[config.mk]
export PLATFORM = sky130hd
export DESIGN_NAME = debounce_button
export DESIGN_NICKNAME = d
export VERILOG_FILES = /design/src/rtl/debounce_button.sv
export SDC_FILE = /design/constraint.sdc
export NUM_CORES = 1
export LEC_CHECK = 0
export BUFFER_PORTS_ARGS = -buffer_cell sky130_fd_sc_hd__buf_4
export CORE_MARGIN = 2
export CORE_UTILIZATION = 50
export CTS_BUF_LIST = sky130_fd_sc_hd__clkbuf_16
export DETAILED_ROUTE_END_ITERATION = 8
export PLACE_DENSITY = 0.69
export SLEW_MARGIN = 20
export SYNTH_ARGS = -nofsm -noshare
export SYNTH_HDL_FRONTEND = slang
export SYNTH_SLANG_ARGS = --single-unit
[constraint.sdc]
create_clock -name clk_in -period 3.6 [get_ports clk_in]
set_input_delay 0.72 -clock clk_in [delete_from_list [all_inputs] [get_ports clk_in]]
set_output_delay 0.72 -clock clk_in [all_outputs]
set_load 0.005 [all_outputs]
[src/rtl/debounce_button.sv]
// debounce_button: debounces one push-button using a slow toggling strobe
// (both strobe edges are sample points) and emits a clean level plus
// one-cycle press/release pulses in the clk_in domain.
// Ports:
//   clk_in        system clock, rising edge
//   reset         asynchronous active-low reset
//   tick_in       slow toggling sample strobe (asynchronous, synced here)
//   btn_raw       raw active-high button pin (asynchronous, bouncing)
//   btn_out       debounced level
//   press_pulse   one cycle high on accepted 0->1
//   release_pulse one cycle high on accepted 1->0
//   long_press    one cycle high after LONG_SAMPLES held samples
// Optional feature macro: DEBOUNCE_LONGPRESS_EN enables the long-press
// detector; without it long_press is tied low.
module debounce_button #(
    parameter int STABLE_SAMPLES = 4,
    parameter int LONG_SAMPLES   = 100
) (
    input  logic clk_in,
    input  logic reset,
    input  logic tick_in,
    input  logic btn_raw,
    output logic btn_out,
    output logic press_pulse,
    output logic release_pulse,
    output logic long_press
);

    typedef enum logic [1:0] {
        IDLE_LOW,
        CHK_HIGH,
        IDLE_HIGH,
        CHK_LOW
    } state_t;

    localparam logic [7:0] STABLE_N = 8'(STABLE_SAMPLES);

    logic       btn_meta;
    logic       btn_s;
    logic       tick_meta;
    logic       tick_s;
    logic       tick_d;
    logic       sample_en;
    state_t     state;
    logic [7:0] cnt;
    logic [7:0] cnt_inc;
    logic       press_hit;

    always_ff @(posedge clk_in or negedge reset) begin
        if (!reset) begin
            btn_meta  <= 1'b0;
            btn_s     <= 1'b0;
            tick_meta <= 1'b0;
            tick_s    <= 1'b0;
            tick_d    <= 1'b0;
        end else begin
            btn_meta  <= btn_raw;
            btn_s     <= btn_meta;
            tick_meta <= tick_in;
            tick_s    <= tick_meta;
            tick_d    <= tick_s;
        end
    end

    // Either edge of the strobe is a sample point.
    assign sample_en = tick_s ^ tick_d;
    assign cnt_inc   = cnt + 8'd1;
    assign press_hit = sample_en & btn_s
                     & (state == CHK_HIGH)
                     & (cnt_inc == STABLE_N);

    always_ff @(posedge clk_in or negedge reset) begin
        if (!reset) begin
            state         <= IDLE_LOW;
            cnt           <= 8'd0;
            btn_out       <= 1'b0;
            press_pulse   <= 1'b0;
            release_pulse <= 1'b0;
        end else begin
            press_pulse   <= 1'b0;
            release_pulse <= 1'b0;
            if (sample_en) begin
                unique case (state)
                    IDLE_LOW: begin
                        if (btn_s) begin
                            state <= CHK_HIGH;
                            cnt   <= 8'd1;
                        end
                    end
                    CHK_HIGH: begin
                        if (!btn_s) begin
                            state <= IDLE_LOW;
                            cnt   <= 8'd0;
                        end else if (cnt_inc == STABLE_N) begin
                            state       <= IDLE_HIGH;
                            cnt         <= 8'd0;
                            btn_out     <= 1'b1;
                            press_pulse <= 1'b1;
                        end else begin
                            cnt <= cnt_inc;
                        end
                    end
                    IDLE_HIGH: begin
                        if (!btn_s) begin
                            state <= CHK_LOW;
                            cnt   <= 8'd1;
                        end
                    end
                    CHK_LOW: begin
                        if (btn_s) begin
                            state <= IDLE_HIGH;
                            cnt   <= 8'd0;
                        end else if (cnt_inc == STABLE_N) begin
                            state         <= IDLE_LOW;
                            cnt           <= 8'd0;
                            btn_out       <= 1'b0;
                            release_pulse <= 1'b1;
                        end else begin
                            cnt <= cnt_inc;
                        end
                    end
                    default: begin
                        state <= IDLE_LOW;
                        cnt   <= 8'd0;
                    end
                endcase
            end
        end
    end

`ifdef DEBOUNCE_LONGPRESS_EN
    localparam logic [15:0] LONG_N = 16'(LONG_SAMPLES);

    logic [15:0] hold_cnt;
    logic [15:0] hold_inc;
    logic        hold_step;

    // The counter is only cleared by a fresh press, so a release bounce
    // that falls back to IDLE_HIGH cannot re-arm the detector.
    assign hold_inc  = hold_cnt + 16'd1;
    assign hold_step = sample_en & btn_s
                     & (state == IDLE_HIGH)
                     & (hold_cnt != LONG_N);

    always_ff @(posedge clk_in or negedge reset) begin
        if (!reset) begin
            hold_cnt   <= 16'd0;
            long_press <= 1'b0;
        end else begin
            long_press <= 1'b0;
            if (press_hit) begin
                hold_cnt <= 16'd0;
            end else if (hold_step) begin
                hold_cnt   <= hold_inc;
                long_press <= (hold_inc == LONG_N);
            end
        end
    end
`else
    logic [15:0] unused_long;

    assign unused_long = 16'(LONG_SAMPLES);
    assign long_press  = 1'b0;
`endif

endmodule

# ---- Word level (Yosys, flattened, before mapping)
# Cells that the tools add are included.
dict set report totals {
  ff_bits 18
  elab_cells 54
}
dict set report op_classes {
  n_reduce_logical 5
  bitwise_logic 1
  n_mux 25
  n_addsub 1
  n_eq_ne 12
}
# op n
set ops {}
lappend ops {{$mux W8} 5}
lappend ops {{$pmux W8 S4} 1}
lappend ops {{$mux W2} 6}
lappend ops {{$mux W1} 11}
lappend ops {{$ne A2 B2 Y1 const B} 5}
lappend ops {{$add A8 B1 Y8 const B} 1}
lappend ops {{$eq A8 B3 Y1 const B} 1}
lappend ops {{$pmux W2 S4} 1}
lappend ops {{$reduce_and A6 Y1} 1}
lappend ops {{$reduce_and A5 Y1} 1}
lappend ops {{$eq A2 B2 Y1 const B} 2}
lappend ops {{$ne A3 B2 Y1 const B} 1}
lappend ops {{$ne A3 B3 Y1 const B} 1}
lappend ops {{$reduce_and A3 Y1} 1}
lappend ops {{$eq A2 B1 Y1 const B} 1}
lappend ops {{$logic_not A2 Y1} 1}
lappend ops {{$ne A2 B1 Y1 const B} 1}
lappend ops {{$pmux W1 S2} 1}
lappend ops {{$reduce_bool A2 Y1} 1}
lappend ops {{$xor A1 B1 Y1} 1}

# ---- Logic depth before layout (Yosys ltp)
# Gate-level depths: netlist of run 1.
dict set report logic_depth {
  depth_word 6
  ltp_mapped 6
}

# ---- Least setup slack after synthesis of run 1
# No wires, ideal clock.
dict set report synth_path {
  path_kind {register to register}
  from {register cnt[0]}
  to {register (tool-made name)}
  t_required_ps 3475
  period_less_slack_ps 1776
  t_arrival_ps 1651
  path_slack_ps 1824
  setup_time_ps 125
  stages_incl_launch_ff 7
  path_cell_list {dfrtp_1 ha_1 nor2b_1 o211a_1 nand4_2 nor3_2 mux2_4}
}
# element line_no
set synth_lines {}
lappend synth_lines {{start, declared} 45} ;# logic [7:0] cnt;
lappend synth_lines {{start signal, assigned} 100} ;# cnt <= cnt_inc;
lappend synth_lines {{start signal, assigned} 119} ;# cnt <= cnt_inc;

==> results of run 1 <==
==> power groups by stage <==
stage | Sequential (mW) | Combinational [mW] | Clock, mW
after floorplan | 0.260 | 0.0796 | 0
after global placement | 0.266 | 0.107 | 0
after detailed placement | 0.267 | 0.110 | 0
after CTS | 0.264 | 0.110 | 0.224
after global routing | 0.270 | 0.123 | 0.230
final | 0.264 | 0.110 | 0.218
==> cell usage after synthesis <==
| library cell | n |
|---|---|
| a2bb2oi_1 | 1 |
| ha_1 | 2 |
| a32oi_1 | 1 |
| nor3_4 | 1 |
| o41ai_1 | 2 |
| nand2_1 | 9 |
| nor3_2 | 1 |
| a21o_1 | 1 |
| xor2_1 | 4 |
| a21oi_1 | 1 |
| buf_4 | 1 |
| nand4_2 | 1 |
| or3_1 | 1 |
| xor2_2 | 1 |
| o211a_1 | 1 |
| and3b_1 | 2 |
| nand3_2 | 1 |
| dfrtp_1 | 18 |
| o21ai_0 | 5 |
| o211ai_1 | 1 |
| inv_1 | 1 |
| a22o_1 | 1 |
| nor2_1 | 6 |
| mux2_4 | 1 |
| a211oi_1 | 1 |
| o21ai_1 | 2 |
| nand3_1 | 3 |
| nor4b_1 | 1 |
| o221ai_1 | 1 |
| nor2b_1 | 2 |
| conb_1 | 1 |
| xnor2_1 | 1 |
==> critical path: cells and delay by family (launching register included) <==
family	cells	cell delay (ns)
AOI/OAI and AO/OA	1	0.19
adders and majority gates	1	0.24
DFF	1	0.40
muxes	1	0.32
and+or+nand+nor	3	0.70
==> layer usage <==
layer	up-vias	wire, um	GRT usage [%]
li1	290	-	-
met1	274	703	25.1
met2	13	617	25.1
met3	4	53	4.76
met4	0	29	10.6
met5	-	0	0
==> final cells by class <==
class,count,area [um2]
Fill cell,117,567
Timing Repair Buffer,6,45.0
Clock buffer,3,75.1
Multi-Input combinational cell,56,394
Sequential cell,18,450
Clock inverter,1,3.75
Inverter,1,3.75
Tap cell,16,20.0
==> cells in the final DEF (no fill, tap or decap), drive strengths merged, types with 2 or more instances in the layout <==
cell type,n
and3b,2
buf,6
clkbuf,3
dfrtp,18
ha,2
nand2,9
nand3,4
nor2,6
nor2b,2
nor3,2
o21ai,7
o41ai,2
xor2,5
==> state kept, by name, summed over array words and instances, names as in the netlist, named ones only <==
signal,flops
cnt,8
btn_meta,1
tick_s,1
btn_s,1
state,1
press_pulse,1
tick_meta,1
tick_d,1
btn_out,1
release_pulse,1
==> kinds of logic after synthesis <==
family / count (synthesis) / synth area share (%)
DFF: 18 / 52.6
adders and majority gates: 2 / 2.92
muxes: 1 / 1.75
AOI/OAI and AO/OA: 18 / 14.6
other: 1 / 0.438
buffers and inverters: 2 / 1.32
and+or+nand+nor: 28 / 19.3
xor gates and xnor gates: 6 / 7.02
==> worst max-delay path by stage <==
stage	startpoint	endpoint	slack [ns]	cells after the start
floorplan	cnt[0]$_DFFE_PN0P_	register	1.82	6
global route	cnt[1]$_DFFE_PN0P_	register	1.47	6
finish	cnt[0]$_DFFE_PN0P_	register	1.64	6
global placement	cnt[0]$_DFFE_PN0P_	register	1.75	6
detailed placement	cnt[1]$_DFFE_PN0P_	register	1.66	6
CTS	cnt[1]$_DFFE_PN0P_	register	1.66	6
==> results.cfg, run 1 <==
[sta]
layout_setup_ws_ns = 1.64
holdWs_ns = 0.328
hold_viol = 0
worst_pin_slew_ns = 0.563
rsz0062_at_grt = false
slew_headroom_pct = 62.2
clock_skew_ns = 0.00107
finalMaxSlewViolations = 0
max_freq_mhz = 510
setup_viol = 0
fin_crit_ns = 1.96
fin_tns_setup_ns = 0
post-route-period-util_pct = 54.5

[setup_path]
r2r_setup_slack_ns = 1.64
worstPathRequired_ns = 3.73
worstRegToRegCells = 6
crit_path_start_kind = register
cp.arrival_ns = 2.09
crit_fanout = 5
r2r_start = cnt[0]$_DFFE_PN0P_
crit_chain = ha_1 > nor2b_1 > o211a_1 > nand4_2 > nor3_2 > mux2_4
path_class = reg2reg
end_kind = register
slowest_stage = dfrtp_1
slowest_delay_ns = 0.40

[power]
total_power_uw = 592
vdd.ir_drop.worst_mv = 0.393
leakage_nw = 0.478
p_comb_share_pct = 18.5
swShare_pct = 27.9
p_int_uw = 427
power-per-cell-area_nw_per_um2 = 597
p_sw_uw = 165
p_clk_share_pct = 36.8
power_frac_seq_pct = 44.6

[routing]
wl_mm = 1.40
first_pass_iters = 4
vias = 581
vias_per_cell = 5.75
drt-wirelength-per-cell_um = 13.9
drtAntennaViolNets = 0
drc = 0
drt_iter0_markers = 14

[finish]
drive_gt1_share_pct = 17.6
antenna_cells = 0
final_core_util_pct = 63.6
final_nets = 92
area_delta_synth_final_pct = 15.9
fin_area_um2 = 992
final_cells = 101

[synthesis]
syn-cell-area_um2 = 856
syn_nets = 82
synth_top_cell_area_share_pct = 52.6
ys_ff_latch = 18
synth_cell_type_count = 32
synth_top_area_cell = dfrtp_1
yosysSeqAreaShare_pct = 52.6
syn_avg_cell_area_um2 = 11.3
synth.area.top_cells = dfrtp_1, xor2_1, nand2_1
yosys_warnings = 0
synth_cells = 76

[status]
status = completed

[worst_hold_path]
min_path_type = in2async

[place]
post_dp_cell_area_um2 = 913
post-place-ws_ns = 1.66
dp.cells = 97
gp_congestion = 0.811
dp_hpwl_um = 994
io_buffers = 6

[grt]
grt_pass1_vias = 560
grt_overflow_total = 0
grt_max_degree = 19
antenna_found_initial = 0
grt_first_pass_wirelength_mm = 2.57
groute.usage.overall_pct = 18.0

[clock_network]
cts_sinks = 18
clockBufferDepth = 2
cts.repair.resized = 0
clkLatencyLatePin_ns = 0.25
cts_buffers = 3
post_cts_buffers = 0
cts_tree = built
htree_levels = 1
ctsRootBufferMaster = clkbuf_16
cts-hold-fix-buffers = 0
clkTransAtPathRegs_ns = 0.05

[floorplanning]
die_height_um = 45.4
initial_utilization_pct = 54.9
die-area_um2 = 2060
die_w_um = 45.4
core-area_um2 = 1560
io_pins = 8
row_count = 14

[flow_run]
drv_cap = 0
No activity file was read; power rests on OpenSTA's default activity.
==> run 2, diff against run 1 <==
Settings changed: ABC_AREA from default to 1, PLACE_DENSITY 0.69 to 0.71.
Clock period 3.6 ns to 1.6 ns, I/O delays scaled along.
==> run 2 against run 1 <==
Compared with the run above: the flow now finishes with violations (negative setup slack); utilization grew 1.1 points; fmax rose by 21%; synthesized cell count up 47%; cell area increased by 13%; first-iteration DRC count grew 7.1%; via count is 24% higher; total power increased to 2.6 times the previous value; sequential share of layout area is 5.1 points lower; critical path type unchanged.
==> results.cfg, run 2 <==
[synthesis]
yosys_warnings = 0
synth_ff_type = dfrtp_1
syn_nets = 118
synth_cells = 112
synth_most_common_cell = nand2_1
yosysSeqAreaShare_pct = 48.9
synth_top_area_cell = dfrtp_1
synth_enable_flop_cells = 0
syn-cell-area_um2 = 921
synth.area.top_cells = dfrtp_1, nand2_1, inv_1
ys_ff_latch = 18
synth_cell_type_count = 21
synth-async-reset-ratio_pct = 100
syn_avg_cell_area_um2 = 8.22
synth_top_cell_area_share_pct = 48.9
yosys-top-cells-count = nand2_1, dfrtp_1, inv_1

[setup_path]
crit_path_start_kind = register
end_kind = register
worstPathRequired_ns = 1.74
r2r_start = cnt[0]$_DFFE_PN0P_
worstRegToRegCells = 12
crit_fanout = 4
crit_chain = ha_2 > inv_2 > nand2_1 > nand2_1 > nor2_1 > nand3_2 > nor2_4 > nand2_4 > nand2_4 > nand2_2 > nand2_1 > nand2_1
crit_top_cell = nand2_1
cp.arrival_ns = 1.76
cpLargestDelayFamily = simple AND/OR/NAND/NOR gates
slowest_stage = dfrtp_1
slowest_delay_ns = 0.37
path_class = reg2reg
worst-path-buf-inv = 1
r2r_setup_slack_ns = -0.02

[sta]
fin_crit_ns = 1.62
max_freq_mhz = 616
layout_setup_ws_ns = -0.0232
setup_viol = 1
hold_viol = 0
finalMaxSlewViolations = 0
rsz0062_at_grt = true
post-route-period-util_pct = 101
clock_skew_ns = 0.00297

[floorplanning]
die_height_um = 46.9
core-area_um2 = 1730
io_pins = 8
initial_utilization_pct = 53.3
die_w_um = 46.9
row_count = 15
die-area_um2 = 2200

[place]
dp_hpwl_mm = 1.16
post-place-ws_ns = 0.0498
gp_congestion = 0.938
io_buffers = 6
post_dp_cell_area_um2 = 997

[worst_hold_path]
min_path_type = in2reg
hp-start = btn_raw
hold_path_end = btn_meta$_DFF_PN0_
hold_depth = 1

[finish]
final_common_cell = nand2_1
antenna_cells = 0
final_nets = 133
largest_reg_flops = 8
most-common-layout-cells = nand2_1, dfrtp_1, inv_1
fin_area_um2 = 1120
drive_gt1_share_pct = 24.6
area_delta_synth_final_pct = 21.5
registers.top_by_ff_count = cnt

[routing]
drtAntennaViolNets = 0
drc = 0
wl_mm = 1.63
drt_iter0_markers = 15
first_pass_iters = 4
vias = 719
vias_per_cell = 4.76
drt-wirelength-per-cell_um = 10.8

[clock_network]
cts_buffers = 3
ctsRootBufferMaster = clkbuf_16
htree_levels = 1
cts_sinks = 18
clockBufferDepth = 2
clkLatencyLatePin_ns = 0.24
cts_tree = built
clkTransAtPathRegs_ns = 0.05

[status]
violations = negative setup slack
status = finished, violations left

[grt]
grt_first_pass_wirelength_mm = 2.59
grt_pass1_vias = 642
antenna_found_initial = 0
grt_max_degree = 19
grt_overflow_total = 0
groute.usage.overall_pct = 17.0

[power]
vdd.ir_drop.worst_mv = 1.01
leakage_nw = 0.549
power-per-cell-area_nw_per_um2 = 1360

[flow_run]
drv_cap = 0
run 2: cell types whose count changed after synthesis, moves of 3 or more:
cell	change
xor2_1	-4
inv_1	+14
nor2_1	+4
nand2_1	+22
nand2_2	+3
nor2_2	+3
run 2: worst max-delay path by stage:
stage / end / start / cells after the start / slack (ns)
after floorplan: register / cnt[0]$_DFFE_PN0P_ / 11 / 0.18
after global placement: register / cnt[0]$_DFFE_PN0P_ / 11 / 0.07
after detailed placement: register / cnt[0]$_DFFE_PN0P_ / 11 / 0.05
after CTS: register / cnt[0]$_DFFE_PN0P_ / 11 / 0.02
after global routing: register / cnt[1]$_DFFE_PN0P_ / 12 / -0.13
final: register / cnt[0]$_DFFE_PN0P_ / 12 / -0.02
run 2: power by group:
part	internal, mW	leakage (nW)	total, mW	switching (mW)
Combinational	0.185	0.278	0.450	0.265
Clock	0.332	0.0385	0.490	0.159
Sequential	0.526	0.233	0.582	0.0563
run 2: worst register-to-register path, delay by kind of cell, from the launching register on:
family,cells,cell delay (ns)
AND/OR/NAND/NOR,10,0.90
flip-flops,1,0.37
adder cells (fa/ha/maj),1,0.22
buffers and inverters,1,0.03
run 2: metrics by stage:
step / setup TNS [ns] / util (%) / hold slack (ns) / std cells / power, mW
final: -0.0232 / 64.8 / 0.182 / 151 / 1.52
after global routing: -0.222 / 64.8 / 0.175 / 151 / 1.62
after CTS: 0 / 62.9 / 0.180 / 148 / 1.46
after detailed placement: 0 / 57.8 / 0.197 / 143 / 0.962
after global placement: 0 / 57.8 / 0.198 / 143 / 0.947
after floorplan: 0 / - / 0.0244 / 112 / 0.849
run 2: cells by family after synthesis:
family	after synthesis	share of synthesized area (%)
adders and majority gates	2	2.72
DFF	18	48.9
AOI/OAI and AO/OA	13	7.61
xor gates and xnor gates	1	1.77
other	1	0.407
and+or+nand+nor	59	30.8
buffers and inverters	18	7.74
run 2: routing by layer:
layer  global-route usage, %  up-vias  wire [um]
met5                       0        -          0
met4                    9.44        0         67
met3                    3.85        8         68
met2                    25.5       20        744
met1                    22.9      320        747
li1                        -      371          -
run 2: cell type report:
type	instances	area, um2
fill	133	608
sequential	18	450
multi-input combinational	76	409
timing repair buffer	11	85.1
clock buffer	3	75.1
inverter	17	63.8
tap	25	31.3
clock inverter	1	3.75
run 2: timing repair:
action | 4_1_cts | 5_1_grt
hold endpoints to repair | 18 | 0
resized for setup | 0 | 4
setup buffers | 0 | 3
hold buffers | 1 | 0
setup endpoints to repair | 0 | 3
